<file path="config.mk">
export PLATFORM = sky130hd
export DESIGN_NAME = counter_burst_sequencer_flat
export DESIGN_NICKNAME = d
export VERILOG_FILES = /design/src/rtl/counter_burst_sequencer_if.sv /design/src/rtl/counter_burst_sequencer.sv /design/src/flat_wrapper.sv
export SDC_FILE = /design/constraint.sdc
export NUM_CORES = 1
export LEC_CHECK = 0
export ABC_AREA = 1
export BUFFER_PORTS_ARGS = -buffer_cell sky130_fd_sc_hd__clkbuf_2
export CAP_MARGIN = 20
export CORE_MARGIN = 2
export CORE_UTILIZATION = 55
export CTS_BUF_LIST = sky130_fd_sc_hd__clkbuf_8
export DETAILED_ROUTE_END_ITERATION = 8
export HOLD_SLACK_MARGIN = 0.06
export PLACE_DENSITY = 0.87
export SYNTH_ARGS = -nofsm -noshare
export SYNTH_HDL_FRONTEND = slang
export SYNTH_SLANG_ARGS = --single-unit
</file>
<file path="constraint.sdc">
create_clock -name clk_i -period 2.9 [get_ports clk_i]
set_clock_uncertainty 0.15 [all_clocks]
set_input_delay 0.725 -clock clk_i [delete_from_list [all_inputs] [get_ports clk_i]]
set_output_delay 0.725 -clock clk_i [all_outputs]
set_load 0.03 [all_outputs]
</file>
<file path="src/rtl/counter_burst_sequencer_if.sv">
// Control bundle between the burst sequencer and its requesters plus the shared counter.
// SYNC_CNT_PAUSE_EN adds the pause input to both modports.
interface counter_burst_sequencer_if #(
  parameter int unsigned CNT_W = 4
) ();
  logic [1:0]       req;
  logic [CNT_W-1:0] len0;
  logic [CNT_W-1:0] len1;
  logic [1:0]       gnt;
  logic             busy;
  logic             cnt_clear;
  logic             cnt_enable;
  logic [CNT_W-1:0] cnt_q;
  logic [1:0]       done;
  logic             err;

`ifdef SYNC_CNT_PAUSE_EN
  logic             pause;

  modport master (
    input  req, len0, len1, cnt_q, pause,
    output gnt, busy, cnt_clear, cnt_enable, done, err
  );
  modport slave (
    output req, len0, len1, cnt_q, pause,
    input  gnt, busy, cnt_clear, cnt_enable, done, err
  );
`else
  modport master (
    input  req, len0, len1, cnt_q,
    output gnt, busy, cnt_clear, cnt_enable, done, err
  );
  modport slave (
    output req, len0, len1, cnt_q,
    input  gnt, busy, cnt_clear, cnt_enable, done, err
  );
`endif
endinterface

</file>
<file path="src/rtl/counter_burst_sequencer.sv">
// Round-robin sequencer sharing one external counter between two requesters.
// Optional macro SYNC_CNT_PAUSE_EN adds a pause input that stalls counting in RUN.
module counter_burst_sequencer #(
  parameter int unsigned CNT_W = 4
) (
  input  logic                       clk_i,
  input  logic                       reset_i,
  counter_burst_sequencer_if.master  bus
);
  typedef enum logic [2:0] {StIdle, StClear, StRun, StCheck, StDone} state_e;

  state_e           state_q, state_d;
  logic [1:0]       gnt_q, gnt_d;
  logic [1:0]       done_q, done_d;
  logic             busy_q, busy_d;
  logic             clr_q, clr_d;
  logic             en_q, en_d;
  logic             err_q, err_d;
  logic             last_q, last_d;
  logic             win_q, win_d;
  logic [CNT_W-1:0] len_q, len_d;
  logic [CNT_W-1:0] rem_q, rem_d;
  logic [CNT_W-1:0] rem_dec;
  logic [CNT_W-1:0] sel_len;
  logic             win_c;
  logic             abort;
  logic             pause_w;

`ifdef SYNC_CNT_PAUSE_EN
  assign pause_w = bus.pause;
`else
  assign pause_w = 1'b0;
`endif

  // With both requesting, the one not served last wins.
  assign win_c   = (bus.req == 2'b11) ? ~last_q : bus.req[1];
  assign sel_len = win_c ? bus.len1 : bus.len0;
  assign abort   = ~bus.req[win_q];
  // Only cycles that actually enabled the counter consume burst length.
  assign rem_dec = rem_q - {{(CNT_W-1){1'b0}}, en_q};

  always_comb begin
    state_d = state_q;
    gnt_d   = gnt_q;
    done_d  = '0;
    busy_d  = busy_q;
    clr_d   = 1'b0;
    en_d    = en_q;
    err_d   = err_q;
    last_d  = last_q;
    win_d   = win_q;
    len_d   = len_q;
    rem_d   = rem_q;
    case (state_q)
      StIdle: begin
        if (bus.req != 2'b00) begin
          win_d  = win_c;
          len_d  = sel_len;
          gnt_d  = win_c ? 2'b10 : 2'b01;
          busy_d = 1'b1;
          if (sel_len == '0) begin
            state_d = StDone;
            done_d  = win_c ? 2'b10 : 2'b01;
          end else begin
            state_d = StClear;
            clr_d   = 1'b1;
          end
        end
      end
      StClear: begin
        if (abort) begin
          state_d = StIdle;
          gnt_d   = '0;
          busy_d  = 1'b0;
          en_d    = 1'b0;
          last_d  = win_q;
        end else begin
          state_d = StRun;
          rem_d   = len_q;
          en_d    = 1'b1;
        end
      end
      StRun: begin
        if (abort) begin
          state_d = StIdle;
          gnt_d   = '0;
          busy_d  = 1'b0;
          en_d    = 1'b0;
          last_d  = win_q;
        end else if (rem_dec == '0) begin
          state_d = StCheck;
          en_d    = 1'b0;
        end else begin
          rem_d = rem_dec;
          en_d  = ~pause_w;
        end
      end
      StCheck: begin
        if (bus.cnt_q != len_q) begin
          err_d = 1'b1;
        end
        state_d = StDone;
        done_d  = gnt_q;
      end
      StDone: begin
        state_d = StIdle;
        gnt_d   = '0;
        busy_d  = 1'b0;
        last_d  = win_q;
      end
      default: state_d = StIdle;
    endcase
  end

  always_ff @(posedge clk_i) begin
    if (reset_i) begin
      state_q <= StIdle;
      gnt_q   <= '0;
      done_q  <= '0;
      busy_q  <= 1'b0;
      clr_q   <= 1'b0;
      en_q    <= 1'b0;
      err_q   <= 1'b0;
      last_q  <= 1'b1;
      win_q   <= 1'b0;
      len_q   <= '0;
      rem_q   <= '0;
    end else begin
      state_q <= state_d;
      gnt_q   <= gnt_d;
      done_q  <= done_d;
      busy_q  <= busy_d;
      clr_q   <= clr_d;
      en_q    <= en_d;
      err_q   <= err_d;
      last_q  <= last_d;
      win_q   <= win_d;
      len_q   <= len_d;
      rem_q   <= rem_d;
    end
  end

  assign bus.gnt        = gnt_q;
  assign bus.done       = done_q;
  assign bus.busy       = busy_q;
  assign bus.cnt_clear  = clr_q;
  assign bus.cnt_enable = en_q;
  assign bus.err        = err_q;
endmodule

</file>
<file path="src/flat_wrapper.sv">
// flat-port wrapper written by rule: the top's interface ports become plain ports
module counter_burst_sequencer_flat 
#(
  parameter int unsigned CNT_W = 4
)
  (clk_i, reset_i, bus_req, bus_len0, bus_len1, bus_cnt_q, bus_gnt, bus_busy, bus_cnt_clear, bus_cnt_enable, bus_done, bus_err);
  counter_burst_sequencer_if #(.CNT_W(CNT_W)) bus_i ();
  input  logic clk_i;
  input  logic reset_i;
  input wire logic [$bits(bus_i.req)-1:0] bus_req;
  input wire logic [$bits(bus_i.len0)-1:0] bus_len0;
  input wire logic [$bits(bus_i.len1)-1:0] bus_len1;
  input wire logic [$bits(bus_i.cnt_q)-1:0] bus_cnt_q;
  output wire logic [$bits(bus_i.gnt)-1:0] bus_gnt;
  output wire logic [$bits(bus_i.busy)-1:0] bus_busy;
  output wire logic [$bits(bus_i.cnt_clear)-1:0] bus_cnt_clear;
  output wire logic [$bits(bus_i.cnt_enable)-1:0] bus_cnt_enable;
  output wire logic [$bits(bus_i.done)-1:0] bus_done;
  output wire logic [$bits(bus_i.err)-1:0] bus_err;
  assign bus_i.req = bus_req;
  assign bus_i.len0 = bus_len0;
  assign bus_i.len1 = bus_len1;
  assign bus_i.cnt_q = bus_cnt_q;
  assign bus_gnt = bus_i.gnt;
  assign bus_busy = bus_i.busy;
  assign bus_cnt_clear = bus_i.cnt_clear;
  assign bus_cnt_enable = bus_i.cnt_enable;
  assign bus_done = bus_i.done;
  assign bus_err = bus_i.err;
  counter_burst_sequencer #(.CNT_W(CNT_W)) u_core (.clk_i(clk_i), .reset_i(reset_i), .bus(bus_i));
endmodule
</file>
==> flow_metrics.py, run 1 <==
metrics = {
    "place": {
        "place_inst": 237,
        "gp_congestion": 0.8337,
        "portBuffers": 23,
        "place_area_um2": 1388,
        "dp.final_hpwl_mm": 1.986,
    },
    "finish": {
        "area_growth_pct": 12.70,
        "drive_above_1_share_pct": 23.47,
        "final_cell_count_no_fill": 241,
        "insertedDiodeCount": 0,
        "fin_nets": 232,
        "fin_area_um2": 1433,
    },
    "routing": {
        "drt-initial-drc-count": 27,
        "drc": 0,
        "wl_mm": 2.575,
        "vias_per_cell": 4.971,
        "antenna_left": 0,
        "vias": 1198,
        "drtPass1Iterations": 6,
        "wl_per_cell_um": 10.68,
    },
    "floorplan": {
        "start_util_pct": 58.02,
        "die_w_um": 52.08,
        "placementRows": 17,
        "dieArea_um2": 2712,
        "core-area_um2": 2191,
        "die_height_um": 52.08,
        "io-pin-count": 24,
    },
    "critical_path": {
        "regToRegSetupSlack_ns": 1.02,
        "r2r_start": "u_core.rem_q[0]$_SDFFE_PP0P_",
        "critPathArrivalTime_ns": 1.89,
        "path_buf_inv": 2,
        "worst_path_max_delay_cell": "dfxtp_1",
        "cp_cell_sequence": "inv_1 -> ha_1 -> ha_1 -> nand2_1 -> nor2_1 -> nand4_1 -> nand2_2 -> inv_2 -> nor2_1 -> nor2_1",
        "startpoint_type": "flop",
        "cp_max_fo": 4,
        "path_delay_family": "simple AND/OR/NAND/NOR gates",
        "crit_type": "flop to flop",
        "reg2reg_depth": 10,
        "cp-startpoint": "u_core.rem_q[0]$_SDFFE_PP0P_",
        "critPathCaptureType": "flop",
        "cpMostUsedCell": "nor2_1",
        "crit_path_max_incr_delay_ns": 0.35,
        "path_depth": 10,
        "crit_end": "u_core.rem_q[0]$_SDFFE_PP0P_",
        "r2r-end": "u_core.rem_q[0]$_SDFFE_PP0P_",
        "cp_data_required_time_ns": 2.91,
    },
    "synth": {
        "yosys_most_used_dff": "dfxtp_1",
        "synth_seq_cells": 21,
        "synth_top_area_share_pct": 33.07,
        "synthTopCellsByCount": "51 x nand2_1, 22 x inv_1, 21 x dfxtp_1",
        "synthTopCellsByArea": "dfxtp_1 33%, nand2_1 15%, inv_1 6.5%",
        "synth-edff-count": 0,
        "syn_avg_cell_area_um2": 6.691,
        "yosysWarnings": 0,
        "synth_top_area_cell": "dfxtp_1",
        "synth-seq-area-share_pct": 33.07,
        "yosysUniqueCellTypes": 26,
        "netlist_area_um2": 1271,
        "yosysMostFrequentCell": "nand2_1",
        "syn_nets": 208,
        "synthCells": 190,
        "async_flop_share_pct": 0,
    },
    "timing": {
        "period_needed_ns": 1.883,
        "fin_tns_setup_ns": 0,
        "final_max_slew_viol_count": 0,
        "period_share_pct": 64.94,
        "hold_viol": 0,
        "fmax_ghz": 0.5310,
        "worst_slew_pin_slew_ns": 0.5049,
        "finalSetupViolations": 0,
        "grt_setup_unrepaired": "false",
        "max_slew_margin_pct": 66.08,
    },
    "grt": {
        "grt_max_degree": 13,
        "grt-ovfl-total": 0,
        "grt_pass1_vias": 1054,
        "globalRouteTotalUtil_pct": 21.46,
        "grt_pass1_wl_mm": 4.381,
        "antenna_found_initial": 0,
    },
    "cts": {
        "clock_path_buffers": 2,
        "path_clk_slew_ns": 0.08,
        "ctsHoldBuffers": 0,
        "cts_resized": 0,
        "clock_latency_ns": 0.26,
        "cts_buffers": 3,
        "htreeDepth": 1,
        "clock-sinks": 21,
        "cts_tree": "yes",
        "postCtsSetupBuffers": 0,
        "cts_root_buf": "clkbuf_8",
    },
    "hold_path": {
        "hp-class": "flop to flop",
    },
    "outcome": {
        "status": "finished, final reports clean",
    },
    "power_and_ir_drop": {
        "vdd_drop_max_v": 0.0004127,
        "power.density_nw_per_um2": 602.2,
        "leakagePower_uw": 0.0007197,
    },
    "job": {
        "max_cap_viol_count": 0,
    },
}
## layout make-up
class / instances / area (um2)
fillers: 198 / 758.2
clock inverters: 1 / 3.754
clock buffers: 3 / 41.29
well taps: 28 / 35.03
multi-input cells: 138 / 715.7
inverters: 27 / 101.3
flip-flops and latches: 21 / 420.4
repair buffers: 23 / 115.1
## sequential cells by signal, indices dropped and copies added, names as in the netlist
name and flops:
u_core.len_q 4, u_core.rem_q 4, u_core.state_q 3, u_core.bus.done 2, u_core.bus.gnt 2, u_core.bus.busy 1, u_core.bus.cnt_clear 1, u_core.bus.cnt_enable 1
u_core.bus.err 1, u_core.last_q 1, u_core.win_q 1
## cells by family (layout without fill, tap and decap cells)
| kind of cell | after synthesis | in the layout | synth area share [%] |
|---|---|---|---|
| DFF | 21 | 21 | 33.07 |
| adders and majority gates | 2 | 2 | 1.968 |
| xor gates and xnor gates | 4 | 4 | 2.756 |
| AOI/OAI and AO/OA | 22 | 22 | 9.744 |
| buffers and inverters | 31 | 54 | 10.63 |
| and+or+nand+nor | 110 | 110 | 41.83 |
## worst min-delay path by stage
stage	start	end	slack [ns]	cells past startpoint
after floorplan	u_core.rem_q[0]$_SDFFE_PP0P_	u_core.rem_q[0]$_SDFFE_PP0P_	0.30	2
after global placement	u_core.bus.err$_SDFFE_PP0P_	u_core.bus.err$_SDFFE_PP0P_	0.29	2
after detailed placement	u_core.bus.err$_SDFFE_PP0P_	u_core.bus.err$_SDFFE_PP0P_	0.30	2
after CTS	u_core.bus.err$_SDFFE_PP0P_	u_core.bus.err$_SDFFE_PP0P_	0.31	2
after global routing	u_core.bus.busy$_SDFFE_PP0P_	u_core.bus.busy$_SDFFE_PP0P_	0.34	2
final	u_core.bus.err$_SDFFE_PP0P_	u_core.bus.err$_SDFFE_PP0P_	0.31	2
## per-stage QoR
stage                     util [%]  hold WS [ns]  power [uW]  setup WS [ns]
after floorplan                  -        0.3028       615.0          1.054
after global placement       63.34        0.2906       670.5         0.8988
after detailed placement     63.34        0.2989       676.5         0.8962
after CTS                    65.39        0.3105       861.6          1.028
after global routing         65.39        0.3401       924.0         0.8368
final                        65.39        0.3146       862.7          1.017
## where the power goes
group	leakage, uW	total (uW)	switching [uW]	internal (uW)
logic	0.000520	310	199	111
registers	0.000173	363	33.3	330
clock network	0.0000269	190	95.8	94.4
total	0.000720	863	328	535
## placed cells by master, fill, tap and decap left out
cell      netlist  final
xor2_1          1      1
inv_1          22     23
nand2_4         2      2
nand3_2         3      3
nand2_1        51     51
a21boi_0        1      1
nand4_1         1      1
inv_2           4      4
clkinv_1        1      1
nor2_4          2      2
dfxtp_1        21     21
nand3b_1        6      6
nand2_2         8      8
o21ai_2         1      1
a21oi_2         2      2
o21ai_0         7      7
clkbuf_2        0     23
a21oi_1        11     11
clkbuf_8        0      3
nor2_1         19     19
ha_1            2      2
nor2_2          2      2
nor3_1          2      2
xnor2_1         3      3
nand3_1        14     14
## metal layers
layer	GRT usage, %	wire length (um)	vias to the layer above	share of wire, %
met5	0	0	-	0
met4	7.895	35	0	1.4
met3	1.724	64	4	2.5
met2	37.55	1287	28	50
met1	27.22	1188	524	46
li1	-	-	642	-
## worst min-delay path, cell delays in order, from the launching register on
cell and delay, ns:
dfxtp_1 0.32, inv_1 0.05, a21oi_1 0.05
No activity file was read; power rests on OpenSTA's default activity.
==> inputs of run 2 (changes only) <==
- ABC_AREA: 1 -> 0
- PLACE_DENSITY: 0.87 -> 0.88
- clock period: 2.9 -> 1.9 ns (I/O delays scaled with it)
==> flow_metrics.py, run 2 <==
metrics = {
    "critical_path": {
        "r2r-end": "u_core.bus.cnt_enable$_SDFFE_PP0P_",
        "cp_data_required_time_ns": 1.87,
        "cp_max_fo": 6,
        "r2r_start": "u_core.rem_q[0]$_SDFFE_PP0P_",
        "reg2reg_depth": 8,
        "regToRegSetupSlack_ns": -0.09,
        "crit_type": "flop to flop",
        "crit_path_max_incr_delay_ns": 0.40,
        "cp_cell_sequence": "inv_2 -> ha_4 -> ha_4 -> nand2_2 -> a2111o_1 -> o21a_4 -> nor2_4 -> a21oi_1",
        "worst_path_max_delay_cell": "a2111o_1",
        "critPathCaptureType": "flop",
        "critPathArrivalTime_ns": 1.97,
        "startpoint_type": "flop",
        "cpMostUsedCell": "ha_4",
    },
    "place": {
        "place_inst": 191,
        "portBuffers": 23,
        "place_area_um2": 1411,
        "dp.final_hpwl_mm": 2.008,
        "gp_congestion": 0.8154,
    },
    "timing": {
        "final_max_slew_viol_count": 0,
        "finalSetupViolations": 7,
        "grt_setup_unrepaired": "true",
        "max_slew_margin_pct": 63.44,
        "period_share_pct": 104.9,
        "worst_slew_pin_slew_ns": 0.5483,
        "period_needed_ns": 1.993,
        "fmax_ghz": 0.5018,
        "hold_viol": 0,
        "timing.final.ws_setup_ns": -0.09266,
    },
    "finish": {
        "fin_nets": 189,
        "area_growth_pct": 26.65,
        "insertedDiodeCount": 0,
        "drive_above_1_share_pct": 33.53,
        "fin_area_um2": 1493,
        "top_regs": "u_core.len_q: 4 flops, u_core.rem_q: 4 flops, u_core.state_q: 3 flops",
        "final_cell_count_no_fill": 197,
        "final_common_cell": "clkbuf_2",
        "layout_common_cells": "23 x clkbuf_2, 20 x nor2_1, 19 x dfxtp_1",
    },
    "cts": {
        "clock_latency_ns": 0.26,
        "htreeDepth": 1,
        "path_clk_slew_ns": 0.08,
        "cts_buffers": 3,
        "cts_tree": "yes",
        "clock-sinks": 21,
        "cts_root_buf": "clkbuf_8",
        "clock_path_buffers": 2,
        "ctsHoldBuffers": 0,
    },
    "synth": {
        "synth_compound_area_share_pct": 25.69,
        "synthTopCellsByCount": "21 x dfxtp_1, 20 x nor2_1, 12 x nand2_1",
        "syn_nets": 155,
        "synth_top_area_cell": "dfxtp_1",
        "yosys.area_share.xor_xnor_pct": 4.459,
        "yosysUniqueCellTypes": 43,
        "synth-seq-area-share_pct": 35.67,
        "yosysMostFrequentCell": "dfxtp_1",
        "syn_avg_cell_area_um2": 8.603,
        "yosysWarnings": 0,
        "synth-simple-area-share_pct": 22.72,
        "synth_top_family_by_area": "compound AO/OA/AOI/OAI gates",
        "synthCells": 137,
        "synthMuxAreaShare_pct": 5.945,
        "yosys_most_used_dff": "dfxtp_1",
        "synthTopCellsByArea": "dfxtp_1 36%, nor2_1 6.4%, mux2i_1 5.9%",
        "netlist_area_um2": 1179,
        "synth-edff-count": 0,
        "synth_seq_cells": 21,
        "synth_top_area_share_pct": 35.67,
        "synthAdderAreaFrac_pct": 2.123,
        "async_flop_share_pct": 0,
    },
    "routing": {
        "antenna_left": 0,
        "vias": 1170,
        "wl_mm": 2.837,
        "drtPass1Iterations": 4,
        "drc": 0,
        "wl_per_cell_um": 14.40,
        "drt-initial-drc-count": 29,
        "vias_per_cell": 5.939,
    },
    "grt": {
        "grt_max_degree": 26,
        "grt-ovfl-total": 0,
        "antenna_found_initial": 0,
        "globalRouteTotalUtil_pct": 24.26,
        "grt_pass1_vias": 1086,
        "grt_pass1_wl_mm": 4.712,
    },
    "floorplan": {
        "die_w_um": 50.29,
        "placementRows": 16,
        "core-area_um2": 1982,
        "io-pin-count": 24,
        "dieArea_um2": 2529,
        "start_util_pct": 59.47,
        "die_height_um": 50.29,
    },
    "hold_path": {
        "hp-class": "flop to flop",
        "whs_endpoint": "u_core.bus.busy$_SDFFE_PP0P_",
        "worstHoldStart": "u_core.bus.busy$_SDFFE_PP0P_",
        "worstHoldPathCells": 1,
    },
    "outcome": {
        "status": "complete, but fails checks",
        "violations": "setup timing",
    },
    "power_and_ir_drop": {
        "leakagePower_uw": 0.0006189,
        "power.density_nw_per_um2": 1006,
        "vdd_drop_max_v": 0.0008446,
    },
    "job": {
        "max_cap_viol_count": 0,
    },
}
run 2: changes by cell type after synthesis, sizes merged, moves of 7 or more:
cell,change
nand2,-49
mux2i,+7
a21oi,-8
nand3,-16
inv,-22
run 2: through the flow:
| stage | utilization [%] | worst slack, ns | TNS [ns] | total power [uW] | hold WS (ns) |
|---|---|---|---|---|---|
| floorplan | - | -0.05720 | -0.2896 | 1010 | 0.3218 |
| global placement | 71.21 | -0.1170 | -0.4565 | 1151 | 0.2895 |
| CTS | 74.81 | -0.08011 | -0.3599 | 1485 | 0.3118 |
| global route | 75.32 | -0.1153 | -0.7203 | 1591 | 0.3433 |
| detailed placement | 71.21 | -0.1763 | -0.8117 | 1173 | 0.2882 |
| finish | 75.32 | -0.09266 | -0.4569 | 1502 | 0.3094 |
run 2: what timing repair did:
| item | 4_1_cts | 5_1_grt |
|---|---|---|
| pin swaps | 7 | 3 |
| hold endpoints to repair | 0 | 0 |
| setup buffers | 1 | 1 |
| setup endpoints to repair | 7 | 7 |
| gates resized for setup | 5 | 1 |
run 2: report_power, final:
part | internal (uW) | switching, uW
combinational | 265 | 347
sequential | 516 | 83.8
clock | 146 | 144
run 2: how the worst max path moves through the flow:
stage                                       startpoint                            endpoint  cells after the start  slack [ns]
floorplan           u_core.bus.cnt_enable$_SDFFE_PP0P_        u_core.rem_q[3]$_SDFFE_PP0P_                      7       -0.06
global placement                           bus_len1[2]      u_core.state_q[2]$_SDFFE_PP0P_                      5       -0.12
detailed placement        u_core.rem_q[0]$_SDFFE_PP0P_        u_core.rem_q[3]$_SDFFE_PP0P_                      8       -0.18
CTS                 u_core.bus.cnt_enable$_SDFFE_PP0P_  u_core.bus.cnt_enable$_SDFFE_PP0P_                      7       -0.08
global route              u_core.rem_q[0]$_SDFFE_PP0P_  u_core.bus.cnt_enable$_SDFFE_PP0P_                      8       -0.12
finish                    u_core.rem_q[0]$_SDFFE_PP0P_  u_core.bus.cnt_enable$_SDFFE_PP0P_                      8       -0.09
run 2: final cells by class:
class	count	area (um2)
multi-input cells	106	767.0
fillers	123	489.2
flip-flops and latches	21	425.4
repair buffers	35	205.2
clock buffers	3	41.29
well taps	27	33.78
inverters	4	15.01
clock inverters	1	5.005
run 2: critical path, delay by kind of cell, from the launching register on:
family                   cells  cell delay, ns
AO/OA/AOI/OAI                3            0.73
adder cells (fa/ha/maj)      2            0.42
flip-flops                   1            0.33
AND/OR/NAND/NOR              2            0.19
buffers and inverters        1            0.04
run 2: cell families after synthesis:
logic type,Yosys count
XOR/XNOR,6
AND/OR/NAND/NOR,53
adder cells (fa/ha/maj),2
flip-flops,21
buffers and inverters,10
AO/OA/AOI/OAI,38
multiplexers,7
run 2: layer usage:
layer  vias to the layer above  global-route usage, %  wire length [um]
met4                         0                  14.41                63
met3                        10                  4.464               145
li1                        564                      -                 -
met1                       543                  29.00              1217
met2                        53                  40.35              1411
met5                         -                      0                 0
